[src/rtl/qspi_dma_burst_engine_if.sv]
`default_nettype none
// ============================================================================
//  Module      : qspi_dma_burst_engine_if
//  Description : AXI4 read/write channel bundle between the QSPI DMA burst
//                engine (master) and the system interconnect (slave).
//  Revision    : 1.0 - initial release
// ============================================================================
interface qspi_dma_burst_engine_if #(
    parameter int ADDR_WIDTH = 32,
    parameter int DATA_WIDTH = 32
);
    localparam int c_BYTES = DATA_WIDTH / 8;

    // Write address channel
    logic [ADDR_WIDTH-1:0] awaddr_o;
    logic [7:0]            awlen_o;
    logic [1:0]            awburst_o;
    logic                  awvalid_o;
    logic                  awready_i;
    // Write data channel
    logic [DATA_WIDTH-1:0] wdata_o;
    logic [c_BYTES-1:0]    wstrb_o;
    logic                  wlast_o;
    logic                  wvalid_o;
    logic                  wready_i;
    // Write response channel
    logic [1:0]            bresp_i;
    logic                  bvalid_i;
    logic                  bready_o;
    // Read address channel
    logic [ADDR_WIDTH-1:0] araddr_o;
    logic [7:0]            arlen_o;
    logic [1:0]            arburst_o;
    logic                  arvalid_o;
    logic                  arready_i;
    // Read data channel
    logic [DATA_WIDTH-1:0] rdata_i;
    logic [1:0]            rresp_i;
    logic                  rlast_i;
    logic                  rvalid_i;
    logic                  rready_o;

    modport master (
        output awaddr_o, awlen_o, awburst_o, awvalid_o,
        input  awready_i,
        output wdata_o, wstrb_o, wlast_o, wvalid_o,
        input  wready_i,
        input  bresp_i, bvalid_i,
        output bready_o,
        output araddr_o, arlen_o, arburst_o, arvalid_o,
        input  arready_i,
        input  rdata_i, rresp_i, rlast_i, rvalid_i,
        output rready_o
    );

    modport slave (
        input  awaddr_o, awlen_o, awburst_o, awvalid_o,
        output awready_i,
        input  wdata_o, wstrb_o, wlast_o, wvalid_o,
        output wready_i,
        output bresp_i, bvalid_i,
        input  bready_o,
        input  araddr_o, arlen_o, arburst_o, arvalid_o,
        output arready_i,
        output rdata_i, rresp_i, rlast_i, rvalid_i,
        input  rready_o
    );
endinterface
`default_nettype wire

[src/rtl/qspi_dma_burst_engine.sv]
`default_nettype none
// ============================================================================
//  Module      : qspi_dma_burst_engine
//  Description : Multi-beat AXI4 DMA between system memory and the QSPI
//                TX/RX FIFOs with byte-granular lengths, 4 KB splitting,
//                FIFO-space gated burst issue and error abort.
//  Revision    : 1.0 - initial release
// ============================================================================
module qspi_dma_burst_engine #(
    parameter int ADDR_WIDTH    = 32,
    parameter int DATA_WIDTH    = 32,
    parameter int TX_FIFO_DEPTH = 16,
    parameter int LEVEL_WIDTH   = 5,
    parameter int MAX_BURST     = 16
) (
    input  wire logic                   clk,
    input  wire logic                   resetn,
    input  wire logic                   start_i,
    input  wire logic                   dir_i,
    input  wire logic [7:0]             burst_i,
    input  wire logic                   incr_addr_i,
    input  wire logic [ADDR_WIDTH-1:0]  addr_i,
    input  wire logic [31:0]            len_i,
    input  wire logic [LEVEL_WIDTH-1:0] tx_level_i,
    output logic      [DATA_WIDTH-1:0]  fifo_tx_data_o,
    output logic                        fifo_tx_we_o,
    input  wire logic [LEVEL_WIDTH-1:0] rx_level_i,
    input  wire logic [DATA_WIDTH-1:0]  fifo_rx_data_i,
    output logic                        fifo_rx_re_o,
    output logic                        done_o,
    output logic                        err_o,
    output logic                        busy_o,
    qspi_dma_burst_engine_if.master     axi
);

    localparam int c_BYTES = DATA_WIDTH / 8;
    localparam int c_LGB   = $clog2(c_BYTES);

    typedef enum logic [3:0] {
        S_IDLE   = 4'd0,
        S_CALC   = 4'd1,
        S_AR     = 4'd2,
        S_R      = 4'd3,
        S_AW     = 4'd4,
        S_WFETCH = 4'd5,
        S_WDATA  = 4'd6,
        S_B      = 4'd7,
        S_DONE   = 4'd8
    } state_t;

    state_t                r_state;
    state_t                w_next;

    logic [ADDR_WIDTH-1:0] r_addr;
    logic [31:0]           r_beats_left;
    logic [c_LGB-1:0]      r_tail;
    logic                  r_dir;
    logic                  r_incr;
    logic [8:0]            r_burst;
    logic [8:0]            r_n;
    logic [8:0]            r_beat_cnt;
    logic                  r_err;
    logic [DATA_WIDTH-1:0] r_wdata;
    logic                  r_fetch_ph;

    logic [32:0]           w_len_round;
    logic [31:0]           w_start_beats;
    logic [8:0]            w_burst_clamp;
    logic [31:0]           w_to_4k;
    logic [8:0]            w_n;
    logic                  w_gate;
    logic                  w_r_end;
    logic                  w_b_end;
    logic                  w_burst_end;
    logic                  w_resp_err;
    logic                  w_err_next;
    logic                  w_more;
    logic                  w_wlast;
    logic                  w_last_xfer_beat;
    logic [c_BYTES-1:0]    w_tail_mask;

    // Start-time derivations: beat count rounded up, burst request clamped to 1..MAX_BURST
    assign w_len_round   = {1'b0, len_i} + 33'(c_BYTES - 1);
    assign w_start_beats = 32'(w_len_round >> c_LGB);
    assign w_burst_clamp = (burst_i == 8'd0)                   ? 9'd1 :
                           ({1'b0, burst_i} > 9'(MAX_BURST))   ? 9'(MAX_BURST) :
                                                                 {1'b0, burst_i};

    // Beats remaining before the current address crosses a 4 KB page
    assign w_to_4k = (32'd4096 - {20'd0, r_addr[11:0]}) >> c_LGB;

    // Burst size for the next transaction: min(beats left, burst, 4 KB room)
    always_comb begin
        w_n = r_burst;
        if (r_beats_left < {23'd0, r_burst})
            w_n = r_beats_left[8:0];
        if (r_incr && (w_to_4k < {23'd0, w_n}))
            w_n = w_to_4k[8:0];
    end

    // Only issue a burst once the FIFO can absorb/supply all of its beats
    assign w_gate = r_dir ? (32'(rx_level_i) >= 32'(w_n))
                          : ((32'(tx_level_i) + 32'(w_n)) <= 32'(TX_FIFO_DEPTH));

    assign w_r_end     = (r_state == S_R) && axi.rvalid_i && axi.rlast_i;
    assign w_b_end     = (r_state == S_B) && axi.bvalid_i;
    assign w_burst_end = w_r_end || w_b_end;
    assign w_resp_err  = ((r_state == S_R) && axi.rvalid_i && (axi.rresp_i != 2'b00)) ||
                         ((r_state == S_B) && axi.bvalid_i && (axi.bresp_i != 2'b00));
    assign w_err_next  = r_err || w_resp_err;
    assign w_more      = (r_beats_left != {23'd0, r_n});

    assign w_wlast          = (r_beat_cnt == (r_n - 9'd1));
    assign w_last_xfer_beat = ((32'(r_beat_cnt) + 32'd1) == r_beats_left);

    // Byte lanes carrying valid data on a partial final beat
    always_comb begin
        w_tail_mask = '0;
        for (int i = 0; i < c_BYTES; i++)
            w_tail_mask[i] = (i < int'(r_tail));
    end

    // State register
    always_ff @(posedge clk) begin
        if (!resetn) r_state <= S_IDLE;
        else         r_state <= w_next;
    end

    // Next-state logic
    always_comb begin
        w_next = r_state;
        case (r_state)
            S_IDLE:   if (start_i) w_next = (len_i == 32'd0) ? S_DONE : S_CALC;
            S_CALC:   if (w_gate) w_next = r_dir ? S_AW : S_AR;
            S_AR:     if (axi.arready_i) w_next = S_R;
            S_R:      if (w_r_end) w_next = (w_more && !w_err_next) ? S_CALC : S_DONE;
            S_AW:     if (axi.awready_i) w_next = S_WFETCH;
            S_WFETCH: if (r_fetch_ph) w_next = S_WDATA;
            S_WDATA:  if (axi.wready_i) w_next = w_wlast ? S_B : S_WFETCH;
            S_B:      if (w_b_end) w_next = (w_more && !w_err_next) ? S_CALC : S_DONE;
            S_DONE:   w_next = S_IDLE;
            default:  w_next = S_IDLE;
        endcase
    end

    // Transfer bookkeeping: address, beat counters, fetched write word, error flag
    always_ff @(posedge clk) begin
        if (!resetn) begin
            r_addr       <= '0;
            r_beats_left <= '0;
            r_tail       <= '0;
            r_dir        <= 1'b0;
            r_incr       <= 1'b0;
            r_burst      <= 9'd1;
            r_n          <= '0;
            r_beat_cnt   <= '0;
            r_err        <= 1'b0;
            r_wdata      <= '0;
            r_fetch_ph   <= 1'b0;
        end else begin
            case (r_state)
                S_IDLE: begin
                    if (start_i) begin
                        r_addr       <= addr_i & ~ADDR_WIDTH'(c_BYTES - 1);
                        r_beats_left <= w_start_beats;
                        r_tail       <= len_i[c_LGB-1:0];
                        r_dir        <= dir_i;
                        r_incr       <= incr_addr_i;
                        r_burst      <= w_burst_clamp;
                        r_err        <= 1'b0;
                    end
                end
                S_CALC: begin
                    r_n        <= w_n;
                    r_beat_cnt <= '0;
                    r_fetch_ph <= 1'b0;
                end
                S_WFETCH: begin
                    // Pop on the first cycle, RX FIFO data is valid on the second
                    r_fetch_ph <= ~r_fetch_ph;
                    if (r_fetch_ph)
                        r_wdata <= fifo_rx_data_i;
                end
                S_WDATA: begin
                    if (axi.wready_i)
                        r_beat_cnt <= r_beat_cnt + 9'd1;
                end
                default: ;
            endcase

            if (w_resp_err)
                r_err <= 1'b1;

            if (w_burst_end) begin
                r_beats_left <= r_beats_left - {23'd0, r_n};
                if (r_incr)
                    r_addr <= r_addr + (ADDR_WIDTH'(r_n) << c_LGB);
            end
        end
    end

    // AXI read channels
    assign axi.arvalid_o = (r_state == S_AR);
    assign axi.araddr_o  = axi.arvalid_o ? r_addr : '0;
    assign axi.arlen_o   = axi.arvalid_o ? 8'(r_n - 9'd1) : 8'd0;
    assign axi.arburst_o = (axi.arvalid_o && r_incr) ? 2'b01 : 2'b00;
    assign axi.rready_o  = (r_state == S_R);

    // AXI write channels
    assign axi.awvalid_o = (r_state == S_AW);
    assign axi.awaddr_o  = axi.awvalid_o ? r_addr : '0;
    assign axi.awlen_o   = axi.awvalid_o ? 8'(r_n - 9'd1) : 8'd0;
    assign axi.awburst_o = (axi.awvalid_o && r_incr) ? 2'b01 : 2'b00;
    assign axi.wvalid_o  = (r_state == S_WDATA);
    assign axi.wdata_o   = axi.wvalid_o ? r_wdata : '0;
    assign axi.wlast_o   = axi.wvalid_o && w_wlast;
    assign axi.wstrb_o   = !axi.wvalid_o                              ? '0 :
                           (w_last_xfer_beat && (r_tail != '0))       ? w_tail_mask :
                                                                        '1;
    assign axi.bready_o  = (r_state == S_B);

    // FIFO side and status
    assign fifo_tx_we_o   = (r_state == S_R) && axi.rvalid_i;
    assign fifo_tx_data_o = fifo_tx_we_o ? axi.rdata_i : '0;
    assign fifo_rx_re_o   = (r_state == S_WFETCH) && !r_fetch_ph;
    assign done_o         = (r_state == S_DONE);
    assign err_o          = (r_state == S_DONE) && r_err;
    assign busy_o         = (r_state != S_IDLE);

endmodule
`default_nettype wire

[src/flat_wrapper.sv]
// flat-port wrapper written by rule: the top's interface ports become plain ports
module qspi_dma_burst_engine_flat 
#(
    parameter int ADDR_WIDTH    = 32,
    parameter int DATA_WIDTH    = 32,
    parameter int TX_FIFO_DEPTH = 16,
    parameter int LEVEL_WIDTH   = 5,
    parameter int MAX_BURST     = 16
)
  (clk, resetn, start_i, dir_i, burst_i, incr_addr_i, addr_i, len_i, tx_level_i, fifo_tx_data_o, fifo_tx_we_o, rx_level_i, fifo_rx_data_i, fifo_rx_re_o, done_o, err_o, busy_o, axi_awaddr_o, axi_awlen_o, axi_awburst_o, axi_awvalid_o, axi_awready_i, axi_wdata_o, axi_wstrb_o, axi_wlast_o, axi_wvalid_o, axi_wready_i, axi_bresp_i, axi_bvalid_i, axi_bready_o, axi_araddr_o, axi_arlen_o, axi_arburst_o, axi_arvalid_o, axi_arready_i, axi_rdata_i, axi_rresp_i, axi_rlast_i, axi_rvalid_i, axi_rready_o);
  qspi_dma_burst_engine_if #(.ADDR_WIDTH(ADDR_WIDTH), .DATA_WIDTH(DATA_WIDTH)) axi_i ();
  input  wire logic clk;
  input  wire logic resetn;
  input  wire logic start_i;
  input  wire logic dir_i;
  input  wire logic [7:0] burst_i;
  input  wire logic incr_addr_i;
  input  wire logic [ADDR_WIDTH-1:0] addr_i;
  input  wire logic [31:0] len_i;
  input  wire logic [LEVEL_WIDTH-1:0] tx_level_i;
  output logic      [DATA_WIDTH-1:0] fifo_tx_data_o;
  output logic fifo_tx_we_o;
  input  wire logic [LEVEL_WIDTH-1:0] rx_level_i;
  input  wire logic [DATA_WIDTH-1:0] fifo_rx_data_i;
  output logic fifo_rx_re_o;
  output logic done_o;
  output logic err_o;
  output logic busy_o;
  output wire logic [$bits(axi_i.awaddr_o)-1:0] axi_awaddr_o;
  output wire logic [$bits(axi_i.awlen_o)-1:0] axi_awlen_o;
  output wire logic [$bits(axi_i.awburst_o)-1:0] axi_awburst_o;
  output wire logic [$bits(axi_i.awvalid_o)-1:0] axi_awvalid_o;
  input wire logic [$bits(axi_i.awready_i)-1:0] axi_awready_i;
  output wire logic [$bits(axi_i.wdata_o)-1:0] axi_wdata_o;
  output wire logic [$bits(axi_i.wstrb_o)-1:0] axi_wstrb_o;
  output wire logic [$bits(axi_i.wlast_o)-1:0] axi_wlast_o;
  output wire logic [$bits(axi_i.wvalid_o)-1:0] axi_wvalid_o;
  input wire logic [$bits(axi_i.wready_i)-1:0] axi_wready_i;
  input wire logic [$bits(axi_i.bresp_i)-1:0] axi_bresp_i;
  input wire logic [$bits(axi_i.bvalid_i)-1:0] axi_bvalid_i;
  output wire logic [$bits(axi_i.bready_o)-1:0] axi_bready_o;
  output wire logic [$bits(axi_i.araddr_o)-1:0] axi_araddr_o;
  output wire logic [$bits(axi_i.arlen_o)-1:0] axi_arlen_o;
  output wire logic [$bits(axi_i.arburst_o)-1:0] axi_arburst_o;
  output wire logic [$bits(axi_i.arvalid_o)-1:0] axi_arvalid_o;
  input wire logic [$bits(axi_i.arready_i)-1:0] axi_arready_i;
  input wire logic [$bits(axi_i.rdata_i)-1:0] axi_rdata_i;
  input wire logic [$bits(axi_i.rresp_i)-1:0] axi_rresp_i;
  input wire logic [$bits(axi_i.rlast_i)-1:0] axi_rlast_i;
  input wire logic [$bits(axi_i.rvalid_i)-1:0] axi_rvalid_i;
  output wire logic [$bits(axi_i.rready_o)-1:0] axi_rready_o;
  assign axi_awaddr_o = axi_i.awaddr_o;
  assign axi_awlen_o = axi_i.awlen_o;
  assign axi_awburst_o = axi_i.awburst_o;
  assign axi_awvalid_o = axi_i.awvalid_o;
  assign axi_i.awready_i = axi_awready_i;
  assign axi_wdata_o = axi_i.wdata_o;
  assign axi_wstrb_o = axi_i.wstrb_o;
  assign axi_wlast_o = axi_i.wlast_o;
  assign axi_wvalid_o = axi_i.wvalid_o;
  assign axi_i.wready_i = axi_wready_i;
  assign axi_i.bresp_i = axi_bresp_i;
  assign axi_i.bvalid_i = axi_bvalid_i;
  assign axi_bready_o = axi_i.bready_o;
  assign axi_araddr_o = axi_i.araddr_o;
  assign axi_arlen_o = axi_i.arlen_o;
  assign axi_arburst_o = axi_i.arburst_o;
  assign axi_arvalid_o = axi_i.arvalid_o;
  assign axi_i.arready_i = axi_arready_i;
  assign axi_i.rdata_i = axi_rdata_i;
  assign axi_i.rresp_i = axi_rresp_i;
  assign axi_i.rlast_i = axi_rlast_i;
  assign axi_i.rvalid_i = axi_rvalid_i;
  assign axi_rready_o = axi_i.rready_o;
  qspi_dma_burst_engine #(.ADDR_WIDTH(ADDR_WIDTH), .DATA_WIDTH(DATA_WIDTH), .TX_FIFO_DEPTH(TX_FIFO_DEPTH), .LEVEL_WIDTH(LEVEL_WIDTH), .MAX_BURST(MAX_BURST)) u_core (.clk(clk), .resetn(resetn), .start_i(start_i), .dir_i(dir_i), .burst_i(burst_i), .incr_addr_i(incr_addr_i), .addr_i(addr_i), .len_i(len_i), .tx_level_i(tx_level_i), .fifo_tx_data_o(fifo_tx_data_o), .fifo_tx_we_o(fifo_tx_we_o), .rx_level_i(rx_level_i), .fifo_rx_data_i(fifo_rx_data_i), .fifo_rx_re_o(fifo_rx_re_o), .done_o(done_o), .err_o(err_o), .busy_o(busy_o), .axi(axi_i));
endmodule
[config.mk]
export PLATFORM = sky130hd
export DESIGN_NAME = qspi_dma_burst_engine_flat
export DESIGN_NICKNAME = d
export VERILOG_FILES = /design/src/rtl/qspi_dma_burst_engine_if.sv /design/src/rtl/qspi_dma_burst_engine.sv /design/src/flat_wrapper.sv
export SDC_FILE = /design/constraint.sdc
export NUM_CORES = 1
export LEC_CHECK = 0
export ABC_AREA = 1
export CAP_MARGIN = 30
export CORE_ASPECT_RATIO = 1.25
export CORE_MARGIN = 4
export CORE_UTILIZATION = 45
export DETAILED_ROUTE_END_ITERATION = 6
export HOLD_SLACK_MARGIN = 0.15
export MAX_ROUTING_LAYER = met4
export PLACE_DENSITY = 0.78
export SETUP_SLACK_MARGIN = 0.15
export SYNTH_ARGS = -nofsm -noshare
export SYNTH_HDL_FRONTEND = slang
export SYNTH_SLANG_ARGS = --single-unit
export TNS_END_PERCENT = 20
[constraint.sdc]
create_clock -name clk -period 5 [get_ports clk]
set_input_delay 0.75 -clock clk [delete_from_list [all_inputs] [get_ports clk]]
set_output_delay 0.75 -clock clk [all_outputs]
set_load 0.05 [all_outputs]
Word level (Yosys, flattened, before mapping) --
Cells that the tools add are included.
Word-level totals: register bits 133, output and inout bits 163, word-level logic and storage cells 126
Cells by class: add/sub/neg operators 8, order comparisons 8, equality and inequality tests 19, muxes and demuxes 41, bitwise operators 1, reductions and logical operators 37
Operator list (count):
- $mux W32 | 11
- $mux W4 | 12
- $mux W9 | 4
- $add A32 B2 Y33 const B | 1
- $add A32 B11 Y32 | 1
- $eq A32 B32 Y1 | 1
- $le A32 B5 Y1 const B | 1
- $logic_not A32 Y1 | 1
- $lt A32 B9 Y1 | 1
- $ne A32 B9 Y1 | 1
- $pmux W4 S8 | 1
- $sub A32 B9 Y32 | 1
- $lt A30 B9 Y1 | 1
- $mux W8 | 3
- $pmux W9 S2 | 1
- $reduce_bool A2 Y1 | 9
- $eq A4 B3 Y1 const B | 4
- $sub A13 B12 Y14 const A | 1
- $logic_and A1 B1 Y1 | 13
- $add A5 B9 Y10 | 1
- $add A9 B1 Y10 const B | 1
- $reduce_and A2 Y1 | 5
- $add A9 B1 Y9 const B | 1
- $eq A9 B9 Y1 | 1
- other kinds (21) | 37

Depth between registers and ports, before layout --
depth in word-level cells 10, depth in mapped cells 35, gate-level depth less buffers 33

Least setup slack after synthesis --
Ideal clock, no wire load.
path kind register to register, start register u_core.r_burst[7], end register u_core.r_state[0], setup time 0.115 ns, data arrival time 4.300 ns, path slack 0.585 ns, cell stages (with the launch flop) 33, path buffers 2, clock period less this slack 4.415 ns, cells stage by stage dfxtp_1 inv_1 ha_1 nand2_1 nand2_1 nor2_1 o21ai_1 nor2_4 nand2_2 clkbuf_1 o21ai_0 inv_1 ha_1 a21oi_1 nor2_1 a211oi_1 nand2_2 nand2_4 nand2_4 buf_2 o21ai_1 ha_1 nand2_1 nor2_1 a211oi_1 nor2_1 o21ai_0 nand3b_1 nand3_1 nand3_1 nand2_1 a21oi_1 nor2_1
Between the ends: cells in the longest elaborated chain, start to end 10, elaborated cells on any way between the ends 11
Ends and longest elaborated chain:
- start, declared | line qspi_dma_burst_engine.sv:59 | logic [8:0] r_burst;
- start signal, assigned | line qspi_dma_burst_engine.sv:169 | r_burst <= w_burst_clamp;
- $lt A32 B9 Y1 | line qspi_dma_burst_engine.sv:95 | if (r_beats_left < {23'd0, r_burst})
- $mux W9 (*) | line qspi_dma_burst_engine.sv:95
- $lt A30 B9 Y1 | line qspi_dma_burst_engine.sv:97 | if (r_incr && (w_to_4k < {23'd0, w_n}))
- $logic_and A1 B1 Y1 | line qspi_dma_burst_engine.sv:97
- $mux W9 (*) | line qspi_dma_burst_engine.sv:97
- net u_core.w_n[2] | line qspi_dma_burst_engine.sv:70 | logic [8:0] w_n;
- $add A5 B9 Y10 | line qspi_dma_burst_engine.sv:103 | : ((32'(tx_level_i) + 32'(w_n)) <= 32'(TX_FIFO_DEPTH));
- $le A32 B5 Y1 | line qspi_dma_burst_engine.sv:103
- $mux W1 (*) | line qspi_dma_burst_engine.sv:102 | assign w_gate = r_dir ? (32'(rx_level_i) >= 32'(w_n))
- $ne A2 B1 Y1 (no line) (*)
- $reduce_and A8 Y1 (no line) (*)
- end signal, assigned | line qspi_dma_burst_engine.sv:126 | else r_state <= w_next;
- end, declared | line qspi_dma_burst_engine.sv:51 | state_t r_state;
The timed path passes the listed nets; every way through them passes the cells marked *. A chain may end at the register's enable or synchronous reset.

Final worst setup path --
start register u_core.r_burst[7], end register u_core.r_state[2]
Same word-level chain as after synthesis.

==> impl_metrics.csv <==
group,metric,value,unit
power_and_ir_drop,vdd_drop_max,0.000260,V
route,routed_wl,38500,um
timing,setup_viol,0,
route,wl_per_cell,16.8,um
clock_tree,cts_tree,"done",
logic_synthesis,yosys.area.top_type,"dfxtp_1",
setup_path,worstSetupStartpointType,"register",
timing,clock_skew,0.0104,ns
setup_path,cp.arrival,4.81,ns
timing,holdWs,0.454,ns
timing,relSlewSlack,35.7,%
logic_synthesis,yosysWarningCount,0,
clock_tree,cts_htree_levels,4,
logic_synthesis,postSynth.asyncResetShare,0,%
final_layout,syn_to_final_growth,39.9,%
route,drtAntennaViolNets,0,
die,die_h,178,um
place,port_buffers,319,
clock_tree,clock_latency,0.43,ns
setup_path,path_max_fanout,15,
final_layout,final_common_cell,"clkdlybuf4s50_1",
logic_synthesis,synth.distinct_cells,61,
outcome,status,"complete, no violations",
global_route,grt_max_degree,87,
die,start_util,46.2,%
global_route,first_global_vias,11337,
logic_synthesis,syn_area_per_cell,6.17,um^2
setup_path,crit_top_cell,"nand2_1",
logic_synthesis,synth.area.top_cells,"dfxtp_1 (25%), inv_1 (9.8%), nor2_1 (9.6%)",
place,placedCellCount,2248,
place,gp_congestion,0.949,
timing,hold_viol,0,
final_layout,fin_cells,2288,
timing,drv_slew,0,
power_and_ir_drop,powerDensity,442,mW/mm^2
power_and_ir_drop,swShare,48.5,%
flow_run,maxCapViolations,0,
logic_synthesis,netlist.area_leader.share,25.4,%
final_layout,multiInputGateArea,0.00647,mm^2
logic_synthesis,ys_seq_area_share,25.4,%
power_and_ir_drop,p_leak,5.99,nW
die,die_width,144,um
power_and_ir_drop,clock_power_share,20.6,%
timing,period_share,89.9,%
clock_tree,numCtsBuffers,17,
timing,rsz0062_at_grt,"false",
power_and_ir_drop,p_int,3.31,mW
clock_tree,cts.clk_slew.worst_paths,0.06,ns
setup_path,cp_num_buf_inv,2,
clock_tree,cts_sinks,132,
power_and_ir_drop,combPwrFrac,56.0,%
timing,fmax,222,MHz
global_route,grt.total_usage,29.3,%
logic_synthesis,synth-main-ff-cell,"dfxtp_1",
route,via_per_inst,5.29,
min_path,hold_path.class,"register to register",
setup_path,cp_top_family,"simple AND/OR/NAND/NOR gates",
final_layout,finalInstanceArea,0.0146,mm^2
final_layout,nets,2193,
global_route,grt-ovfl-total,0,
place,dp_hpwl,30200,um
timing,fin_tns_setup,0,ns
setup_path,slowest_delay,0.37,ns
power_and_ir_drop,p_sw,3.12,mW
die,coreArea,0.0225,mm^2
timing,worst_pin_slew,0.963,ns
clock_tree,cts-root-buf,"clkbuf_16",
logic_synthesis,synth_edf_count,0,
logic_synthesis,syn-cell-area,0.0104,mm^2
final_layout,drive_above_1_share,7.06,%
place,place_area,0.0139,mm^2
setup_path,crit_slowest_cell,"ha_1",
final_layout,area.sequential,0.00264,mm^2
timing,period_minus_slack,4.49,ns
power_and_ir_drop,seqPwrFrac,23.4,%
route,drtIter0Drc,885,
setup_path,end_kind,"register",
die,placementRows,61,
route,first_pass_iters,5,
logic_synthesis,postSynthCellCount,1687,
global_route,antenna_found_initial,3,
clock_tree,clk_path_buf_depth,2,
die,die_area,0.0256,mm^2
final_layout,fillers,2110,
setup_path,cp_data_required_time,5.32,ns
setup_path,critical_path_class,"register to register",
die,io_pins,324,
global_route,grt_pass1_wl,57800,um
final_layout,final_cell_mix,"clkdlybuf4s50_1 (318), inv_1 (271), nand2_1 (265), nor2_1 (265), o21ai_0 (136)",
route,vias,12094,
logic_synthesis,synth-seq-cells,132,
route,drc,0,
[metal layers]
| metal | global-route usage [%] | vias to the layer above | part of all wire, % | routed length (um) |
|---|---|---|---|---|
| li1 | - | 6054 | - | - |
| met1 | 32.4 | 5474 | 39 | 14900 |
| met2 | 52.8 | 494 | 51 | 19800 |
| met3 | 4.59 | 72 | 7.1 | 2750 |
| met4 | 10.4 | 0 | 2.7 | 1060 |
| met5 | - | - | 0 | 0 |
[repair_timing]
action / in CTS / in global routing
hold buffers: 0 / 0
setup buffers: 0 / 0
hold endpoints to repair: 0 / 0
setup endpoints to repair: 1 / 4
gates resized for setup: 1 / 13
[state kept, by name, summed over array words and instances, names as in the netlist]
name,flops
u_core.r_addr,32
u_core.r_dir,1
u_core.r_state,4
u_core.r_err,1
u_core.r_tail,2
u_core.r_incr,1
u_core.r_beats_left,32
u_core.r_wdata,32
u_core.r_burst,8
u_core.r_n,9
u_core.r_fetch_ph,1
u_core.r_beat_cnt,9
[synth_stat cells, types with 5 or more instances]
cell and n:
a211oi_1 9, a21oi_1 121, a221oi_1 6, a31oi_1 19, clkbuf_1 53, dfxtp_1 132, ha_1 45, inv_1 272
inv_2 16, nand2_1 265, nand2_2 13, nand3_1 69, nand4_1 16, nor2_1 266, nor2_2 11, nor2_4 10
nor3_1 31, nor4_1 24, o211ai_1 10, o21ai_0 140, o21ai_1 18, o21bai_1 5, or2_2 9, xnor2_1 17
xor2_1 39
[worst min-delay path: stages (launching register included)]
cell	delay [ns]
dfxtp_1	0.29
inv_1	0.06
a21oi_1	0.06
[worst paths after layout]
path | from | endpoint | slack, ns | depth (start not counted)
worst max-delay path | u_core.r_burst[7] | u_core.r_state[2] | 0.51 | 31
worst min-delay path | u_core.r_wdata[19] | u_core.r_wdata[19] | 0.45 | 2
worst max register to register | u_core.r_burst[7] | u_core.r_state[2] | 0.51 | 31
worst min register to register | u_core.r_wdata[19] | u_core.r_wdata[19] | 0.45 | 2
[stage by stage]
step                      power, mW  worst slack, ns  utilization, %
after global placement         4.99            0.312            61.6
after floorplan                3.99            0.585               -
after global routing           6.88            0.138            64.6
after CTS                      6.40            0.247            64.3
after detailed placement       5.05            0.173            61.6
final                          6.43            0.505            64.6
[power groups by stage]
stage	Clock [mW]	Sequential, mW	Combinational [mW]
3_5_place_dp	0	1.52	3.53
3_3_place_gp	0	1.51	3.47
5_1_grt	1.38	1.53	3.98
6_report	1.33	1.50	3.60
2_1_floorplan	0	1.44	2.55
4_1_cts	1.34	1.50	3.56
[area by class of cell]
class | count | share of cell area, %
clock buffer | 19 | 3.11
sequential | 132 | 18.2
inverter | 291 | 7.50
multi-input combinational | 1202 | 44.5
timing repair buffer | 340 | 23.0
clock inverter | 13 | 1.19
tap | 283 | 2.43
antenna | 8 | 0.138
[kinds of logic (layout without fill, tap and decap cells)]
family                     after synthesis  in the layout  share of synthesized area, %
buffers and inverters                  354            663                          12.9
adders and majority gates               48             48                          5.99
and+or+nand+nor                        739            739                          31.8
AOI/OAI and AO/OA                      356            356                          19.1
other                                    2             11                        0.0722
xor gates and xnor gates                56             56                          4.72
DFF                                    132            132                          25.4
Power figures use the tool's default switching activity.
